<file path="src/rtl/ysyx_idu.sv">
// RV32I instruction decode stage with a registered output slot and a one-entry skid buffer.
// Define YSYX_IDU_RVE_EN for RV32E mode: register indices above x15 are reported illegal.
module ysyx_idu #(
  parameter int unsigned ADDR_W = 32,
  parameter int unsigned DATA_W = 32
) (
  input  logic              clk,
  input  logic              rst,
  input  logic              prev_valid,
  output logic              ready_o,
  input  logic [DATA_W-1:0] inst,
  input  logic [ADDR_W-1:0] pc,
  input  logic              flush,
  output logic              valid_o,
  input  logic              next_ready,
  output logic [ADDR_W-1:0] pc_o,
  output logic [DATA_W-1:0] inst_o,
  output logic [6:0]        opcode_o,
  output logic [2:0]        funct3_o,
  output logic [6:0]        funct7_o,
  output logic [4:0]        rs1_o,
  output logic [4:0]        rs2_o,
  output logic [4:0]        rd_o,
  output logic              wen_o,
  output logic [DATA_W-1:0] imm_o,
  output logic              illegal_o
);

  localparam logic [6:0] OPC_LUI      = 7'b0110111;
  localparam logic [6:0] OPC_AUIPC    = 7'b0010111;
  localparam logic [6:0] OPC_JAL      = 7'b1101111;
  localparam logic [6:0] OPC_JALR     = 7'b1100111;
  localparam logic [6:0] OPC_BRANCH   = 7'b1100011;
  localparam logic [6:0] OPC_LOAD     = 7'b0000011;
  localparam logic [6:0] OPC_STORE    = 7'b0100011;
  localparam logic [6:0] OPC_OP_IMM   = 7'b0010011;
  localparam logic [6:0] OPC_OP       = 7'b0110011;
  localparam logic [6:0] OPC_MISC_MEM = 7'b0001111;
  localparam logic [6:0] OPC_SYSTEM   = 7'b1110011;

`ifdef YSYX_IDU_RVE_EN
  localparam bit RVE_EN = 1'b1;
`else
  localparam bit RVE_EN = 1'b0;
`endif

  typedef enum logic [1:0] {
    S_EMPTY = 2'd0,
    S_FULL  = 2'd1,
    S_SKID  = 2'd2
  } state_e;

  typedef enum logic [2:0] {
    FMT_R = 3'd0,
    FMT_I = 3'd1,
    FMT_S = 3'd2,
    FMT_B = 3'd3,
    FMT_U = 3'd4,
    FMT_J = 3'd5
  } fmt_e;

  state_e              state_q;
  logic                ready_q;
  logic                valid_q;
  logic [DATA_W-1:0]   skid_inst_q;
  logic [ADDR_W-1:0]   skid_pc_q;

  logic [ADDR_W-1:0]   pc_q;
  logic [DATA_W-1:0]   inst_q;
  logic [4:0]          rd_q;
  logic                wen_q;
  logic [DATA_W-1:0]   imm_q;
  logic                illegal_q;

  logic                accept_c;
  logic                consume_c;
  logic                load_c;

  logic [DATA_W-1:0]   src_inst;
  logic [ADDR_W-1:0]   src_pc;
  logic [6:0]          opc;
  logic [4:0]          f_rd;
  logic [4:0]          f_rs1;
  logic [4:0]          f_rs2;
  fmt_e                dec_fmt;
  logic                dec_legal;
  logic                dec_writes;
  logic                use_rs1;
  logic                use_rs2;
  logic                use_rd;
  logic                idx_bad;
  logic                dec_illegal;
  logic                dec_wen;
  logic [4:0]          dec_rd;
  logic [31:0]         imm32;
  logic [DATA_W-1:0]   dec_imm;

  assign accept_c  = prev_valid & ready_q & ~flush;
  assign consume_c = valid_q & next_ready;

  // The out slot is reloaded from the skid entry when draining SKID, else from the fetch input.
  assign load_c = ~flush & (((state_q == S_EMPTY) & accept_c) |
                            ((state_q == S_FULL) & consume_c & accept_c) |
                            ((state_q == S_SKID) & consume_c));

  assign src_inst = (state_q == S_SKID) ? skid_inst_q : inst;
  assign src_pc   = (state_q == S_SKID) ? skid_pc_q : pc;
  assign opc      = src_inst[6:0];
  assign f_rd     = src_inst[11:7];
  assign f_rs1    = src_inst[19:15];
  assign f_rs2    = src_inst[24:20];

  always_comb begin
    dec_fmt    = FMT_R;
    dec_legal  = 1'b1;
    dec_writes = 1'b0;
    use_rs1    = 1'b0;
    use_rs2    = 1'b0;
    use_rd     = 1'b0;
    case (opc)
      OPC_LUI, OPC_AUIPC: begin
        dec_fmt    = FMT_U;
        dec_writes = 1'b1;
        use_rd     = 1'b1;
      end
      OPC_JAL: begin
        dec_fmt    = FMT_J;
        dec_writes = 1'b1;
        use_rd     = 1'b1;
      end
      OPC_JALR, OPC_LOAD, OPC_OP_IMM, OPC_SYSTEM: begin
        dec_fmt    = FMT_I;
        dec_writes = 1'b1;
        use_rs1    = 1'b1;
        use_rd     = 1'b1;
      end
      OPC_MISC_MEM: begin
        dec_fmt = FMT_I;
        use_rs1 = 1'b1;
        use_rd  = 1'b1;
      end
      OPC_BRANCH: begin
        dec_fmt = FMT_B;
        use_rs1 = 1'b1;
        use_rs2 = 1'b1;
      end
      OPC_STORE: begin
        dec_fmt = FMT_S;
        use_rs1 = 1'b1;
        use_rs2 = 1'b1;
      end
      OPC_OP: begin
        dec_fmt    = FMT_R;
        dec_writes = 1'b1;
        use_rs1    = 1'b1;
        use_rs2    = 1'b1;
        use_rd     = 1'b1;
      end
      default: dec_legal = 1'b0;
    endcase
  end

  // Immediate assembly, wen and rd masking for the selected source word.
  always_comb begin
    idx_bad     = (use_rs1 & f_rs1[4]) | (use_rs2 & f_rs2[4]) | (use_rd & f_rd[4]);
    dec_illegal = ~dec_legal | (RVE_EN & idx_bad);
    imm32       = 32'd0;
    case (dec_fmt)
      FMT_I: imm32 = {{20{src_inst[31]}}, src_inst[31:20]};
      FMT_S: imm32 = {{20{src_inst[31]}}, src_inst[31:25], src_inst[11:7]};
      FMT_B: imm32 = {{19{src_inst[31]}}, src_inst[31], src_inst[7], src_inst[30:25],
                      src_inst[11:8], 1'b0};
      FMT_U: imm32 = {src_inst[31:12], 12'd0};
      FMT_J: imm32 = {{11{src_inst[31]}}, src_inst[31], src_inst[19:12], src_inst[20],
                      src_inst[30:21], 1'b0};
      default: imm32 = 32'd0;
    endcase
    if (dec_illegal) begin
      imm32 = 32'd0;
    end
    dec_imm = DATA_W'($signed(imm32));
    dec_wen = dec_writes & ~dec_illegal & (f_rd != 5'd0);
    dec_rd  = dec_wen ? f_rd : 5'd0;
  end

  // Slot/skid state machine; ready and valid are registered alongside the state.
  always_ff @(posedge clk or posedge rst) begin
    if (rst) begin
      state_q     <= S_EMPTY;
      ready_q     <= 1'b1;
      valid_q     <= 1'b0;
      skid_inst_q <= '0;
      skid_pc_q   <= '0;
    end else if (flush) begin
      state_q     <= S_EMPTY;
      ready_q     <= 1'b1;
      valid_q     <= 1'b0;
      skid_inst_q <= '0;
      skid_pc_q   <= '0;
    end else begin
      case (state_q)
        S_EMPTY: begin
          if (accept_c) begin
            state_q <= S_FULL;
            valid_q <= 1'b1;
          end
        end
        S_FULL: begin
          if (consume_c && !accept_c) begin
            state_q <= S_EMPTY;
            valid_q <= 1'b0;
          end else if (!consume_c && accept_c) begin
            state_q     <= S_SKID;
            ready_q     <= 1'b0;
            skid_inst_q <= inst;
            skid_pc_q   <= pc;
          end
        end
        S_SKID: begin
          if (consume_c) begin
            state_q <= S_FULL;
            ready_q <= 1'b1;
          end
        end
        default: begin
          state_q <= S_EMPTY;
          ready_q <= 1'b1;
          valid_q <= 1'b0;
        end
      endcase
    end
  end

  // Output slot payload; holds whenever no load happens, so fields stay stable under backpressure.
  always_ff @(posedge clk or posedge rst) begin
    if (rst) begin
      pc_q      <= '0;
      inst_q    <= '0;
      rd_q      <= 5'd0;
      wen_q     <= 1'b0;
      imm_q     <= '0;
      illegal_q <= 1'b0;
    end else if (load_c) begin
      pc_q      <= src_pc;
      inst_q    <= src_inst;
      rd_q      <= dec_rd;
      wen_q     <= dec_wen;
      imm_q     <= dec_imm;
      illegal_q <= dec_illegal;
    end
  end

  assign ready_o   = ready_q;
  assign valid_o   = valid_q;
  assign pc_o      = pc_q;
  assign inst_o    = inst_q;
  assign opcode_o  = inst_q[6:0];
  assign funct3_o  = inst_q[14:12];
  assign funct7_o  = inst_q[31:25];
  assign rs1_o     = inst_q[19:15];
  assign rs2_o     = inst_q[24:20];
  assign rd_o      = rd_q;
  assign wen_o     = wen_q;
  assign imm_o     = imm_q;
  assign illegal_o = illegal_q;

endmodule

</file>
<file path="config.mk">
export PLATFORM = sky130hd
export DESIGN_NAME = ysyx_idu
export DESIGN_NICKNAME = d
export VERILOG_FILES = /design/src/rtl/ysyx_idu.sv
export SDC_FILE = /design/constraint.sdc
export NUM_CORES = 1
export LEC_CHECK = 0
export ABC_AREA = 1
export BUFFER_PORTS_ARGS = -buffer_cell sky130_fd_sc_hd__buf_2
export CORE_MARGIN = 2
export CORE_UTILIZATION = 31
export CTS_BUF_LIST = sky130_fd_sc_hd__clkbuf_16
export DETAILED_ROUTE_END_ITERATION = 7
export GPL_ROUTABILITY_DRIVEN = 0
export PLACE_DENSITY_LB_ADDON = 0.1
export SLEW_MARGIN = 25
export SYNTH_ARGS = -nofsm -noshare
export SYNTH_HDL_FRONTEND = slang
export SYNTH_SLANG_ARGS = --single-unit
</file>
<file path="constraint.sdc">
create_clock -name clk -period 6 [get_ports clk]
set_clock_uncertainty 0.05 [all_clocks]
set_input_delay 0.6 -clock clk [delete_from_list [all_inputs] [get_ports clk]]
set_output_delay 0.6 -clock clk [all_outputs]
set_load 0.01 [all_outputs]
</file>
==> flow_summary.ini <==
[clocking]
cts_resized = 0
clock_latency_ps = 430
cts_hold_buf = 0
cts_buffer_depth = 2
clkSinkCount = 171
cts_made_buffers = 17
cts_max_level = 4
path_clk_slew_ps = 70
post_cts_buffers = 0
tritoncts = yes
cts-root-buf = clkbuf_16

[routing]
wirelength_mm = 23.8
vias_per_cell = 4.59
drt_iter0_markers = 515
drt-wirelength-per-cell_um = 15.7
num_vias = 6982
drt_pass1_iterations = 7
drcViolationCount = 24
ant_nets = 0

[synth]
synth_most_common_cell = nand2_1
synth_top_family_by_area = simple AND/OR/NAND/NOR gates
synth-async-reset-ratio_pct = 100
ys_seq_elements = 171
netlist_area_um2 = 8270
synth_top_area_cell = dfrtp_1
synth_mux_area_share_pct = 0
netlist_instances = 1032
yosys.area_share.simple_pct = 30.4
synthTopCellsByCount = 411 x nand2_1, 170 x dfrtp_1, 68 x o21ai_0
ys_seq_area_share_pct = 51.7
synth_xor_area_share_pct = 0
synthAdderAreaFrac_pct = 0.303
synthFlopType = dfrtp_1
ys_top_cells_by_area = dfrtp_1 51%, nand2_1 19%, o21ai_0 4.1%
synth_top_area_share_pct = 51.4
synth_area_per_cell_um2 = 8.02
syn_nets = 1103
synth_cell_types = 37
ys_warn_count = 0
synth_edf_count = 0
synth_compound_area_share_pct = 8.36

[final_layout]
area_growth_pct = 18.6
fin_nets = 1242
multi_input_area_um2 = 3260
fin_util_pct = 37.5
seq_area_um2 = 4280
final_cells = 1522
layout-drive-gt1-share_pct = 24.1
fillers = 2853
final_area_um2 = 9810

[global_route]
grt-ovfl-total = 0
grt_max_degree = 111
grtUsageTotal_pct = 17.2
antenna_found_initial = 5
grt_pass1_wl_mm = 38.1
grt_pass1_vias = 6866

[worst_setup_path]
cp-startpoint = state_q[1]$_DFFE_PP0P_
cp-start-kind = register
critPathArrivalTime_ps = 3570
critPathKind = register to register
worstPathRequired_ps = 6300
cp-end-kind = register
reg2reg_from = state_q[1]$_DFFE_PP0P_
reg2reg_slack_ps = 2730
worstPathMaxFanout = 93

[sta]
slew_violations = 0
relSlewSlack_pct = 41.2
rsz0062_at_grt = false
fin_ws_ps = 2730
min_period_ps = 3270
hold_violations = 0
setup_tns_ps = 0
worst-slew-pin-transition_ps = 873
max_freq_mhz = 306
setup_viol = 0
fin_crit_sh_pct = 54.5

[die]
start_util_pct = 31.7
ios = 201
rows = 59
dieArea_um2 = 28000
coreArea_um2 = 26100
die_h_um = 167
fp.dieW_um = 167

[placed_design]
dp.cells = 1487
hpwlAfterDp_mm = 16.0
port_buffers = 200
post-place-ws_ps = 2240
placedInstanceArea_um2 = 9230

[run_status]
status = finished, violations left
violations = DRC

[worst_hold_path]
min_path_type = input port to async pin

[run]
cap_violations = 0

[power]
p_per_area_nw_per_um2 = 447
p_leak_uw = 0.00538
ir_worst_vdd_mv = 0.142
[cells by family (layout without fill, tap and decap cells)]
kind of cell	count (synthesis)	after routing
flops	171	171
other cells	0	3
compound gates	126	126
simple gates	590	590
fa+ha+maj	2	2
buf+inv	143	295
[cell usage in the layout (no fill, tap or decap), types with 5 or more instances in the layout]
master and instances:
nor2_2 5, buf_2 200, inv_2 8, o21ai_0 68, inv_1 47, nand2_2 13
nand4_1 17, clkbuf_16 17, inv_6 5, a31oi_1 35, o21ai_1 7, buf_4 7
nor2_1 59, dfrtp_1 170, a21oi_1 8, nand2_1 410, nand3_1 64
[per-stage QoR]
step	power [µW]	hold WS (ps)
6_report	4380	172
5_1_grt	4700	233
4_1_cts	4450	213
3_5_place_dp	3350	411
3_3_place_gp	3340	409
2_1_floorplan	2810	419
[flip-flops by register name, summed over array words and instances, names as in the netlist]
name / flops
illegal_o: 1
imm_o: 32
inst_o: 32
pc_o: 32
rd_o: 5
ready_o: 1
skid_inst_q: 32
skid_pc_q: 32
state_q: 2
valid_o: 1
wen_o: 1
[final cells by class]
cell class	count	area share, %
clock buffers	17	4.34
multi-input cells	718	33.2
well taps	335	4.27
diodes	3	0.0766
repair buffers	207	10.7
flip-flops and latches	171	43.6
clock inverters	15	1.43
inverters	56	2.30
[worst paths after layout]
check / end / cells past startpoint
max in group asynchronous: skid_pc_q[17]$_DFFE_PP0P_ / 3
min in group clk: skid_pc_q[5]$_DFFE_PP0P_ / 3
worst min-delay path: inst_o[30]$_DFFE_PP0P_ / 2
worst max-delay path: imm_o[10]$_DFFE_PP0P_ / 7
worst max register to register: imm_o[10]$_DFFE_PP0P_ / 7
worst min register to register: imm_o[22]$_DFFE_PP0P_ / 2
[power breakdown]
part	internal (µW)	switching, µW	total [µW]
logic	556	1010	1560
clock network	580	505	1090
registers	1500	232	1730
total	2630	1750	4380
[worst max-delay path: stages, from the launching register on]
cell and delay (ps):
dfrtp_1 790, nand2_8 470, o21ai_1 250, nand2_2 100, inv_4 390, buf_4 630
nand2_1 160, o21ai_0 210
[routing by layer]
layer	up-vias	global-route usage (%)	routed length [µm]
met5	-	0	29
met4	4	4.73	281
met3	19	3.99	1170
met2	143	26.8	10800
met1	3259	24.1	11600
li1	3557	-	-
No activity file was read; power rests on OpenSTA's default activity.
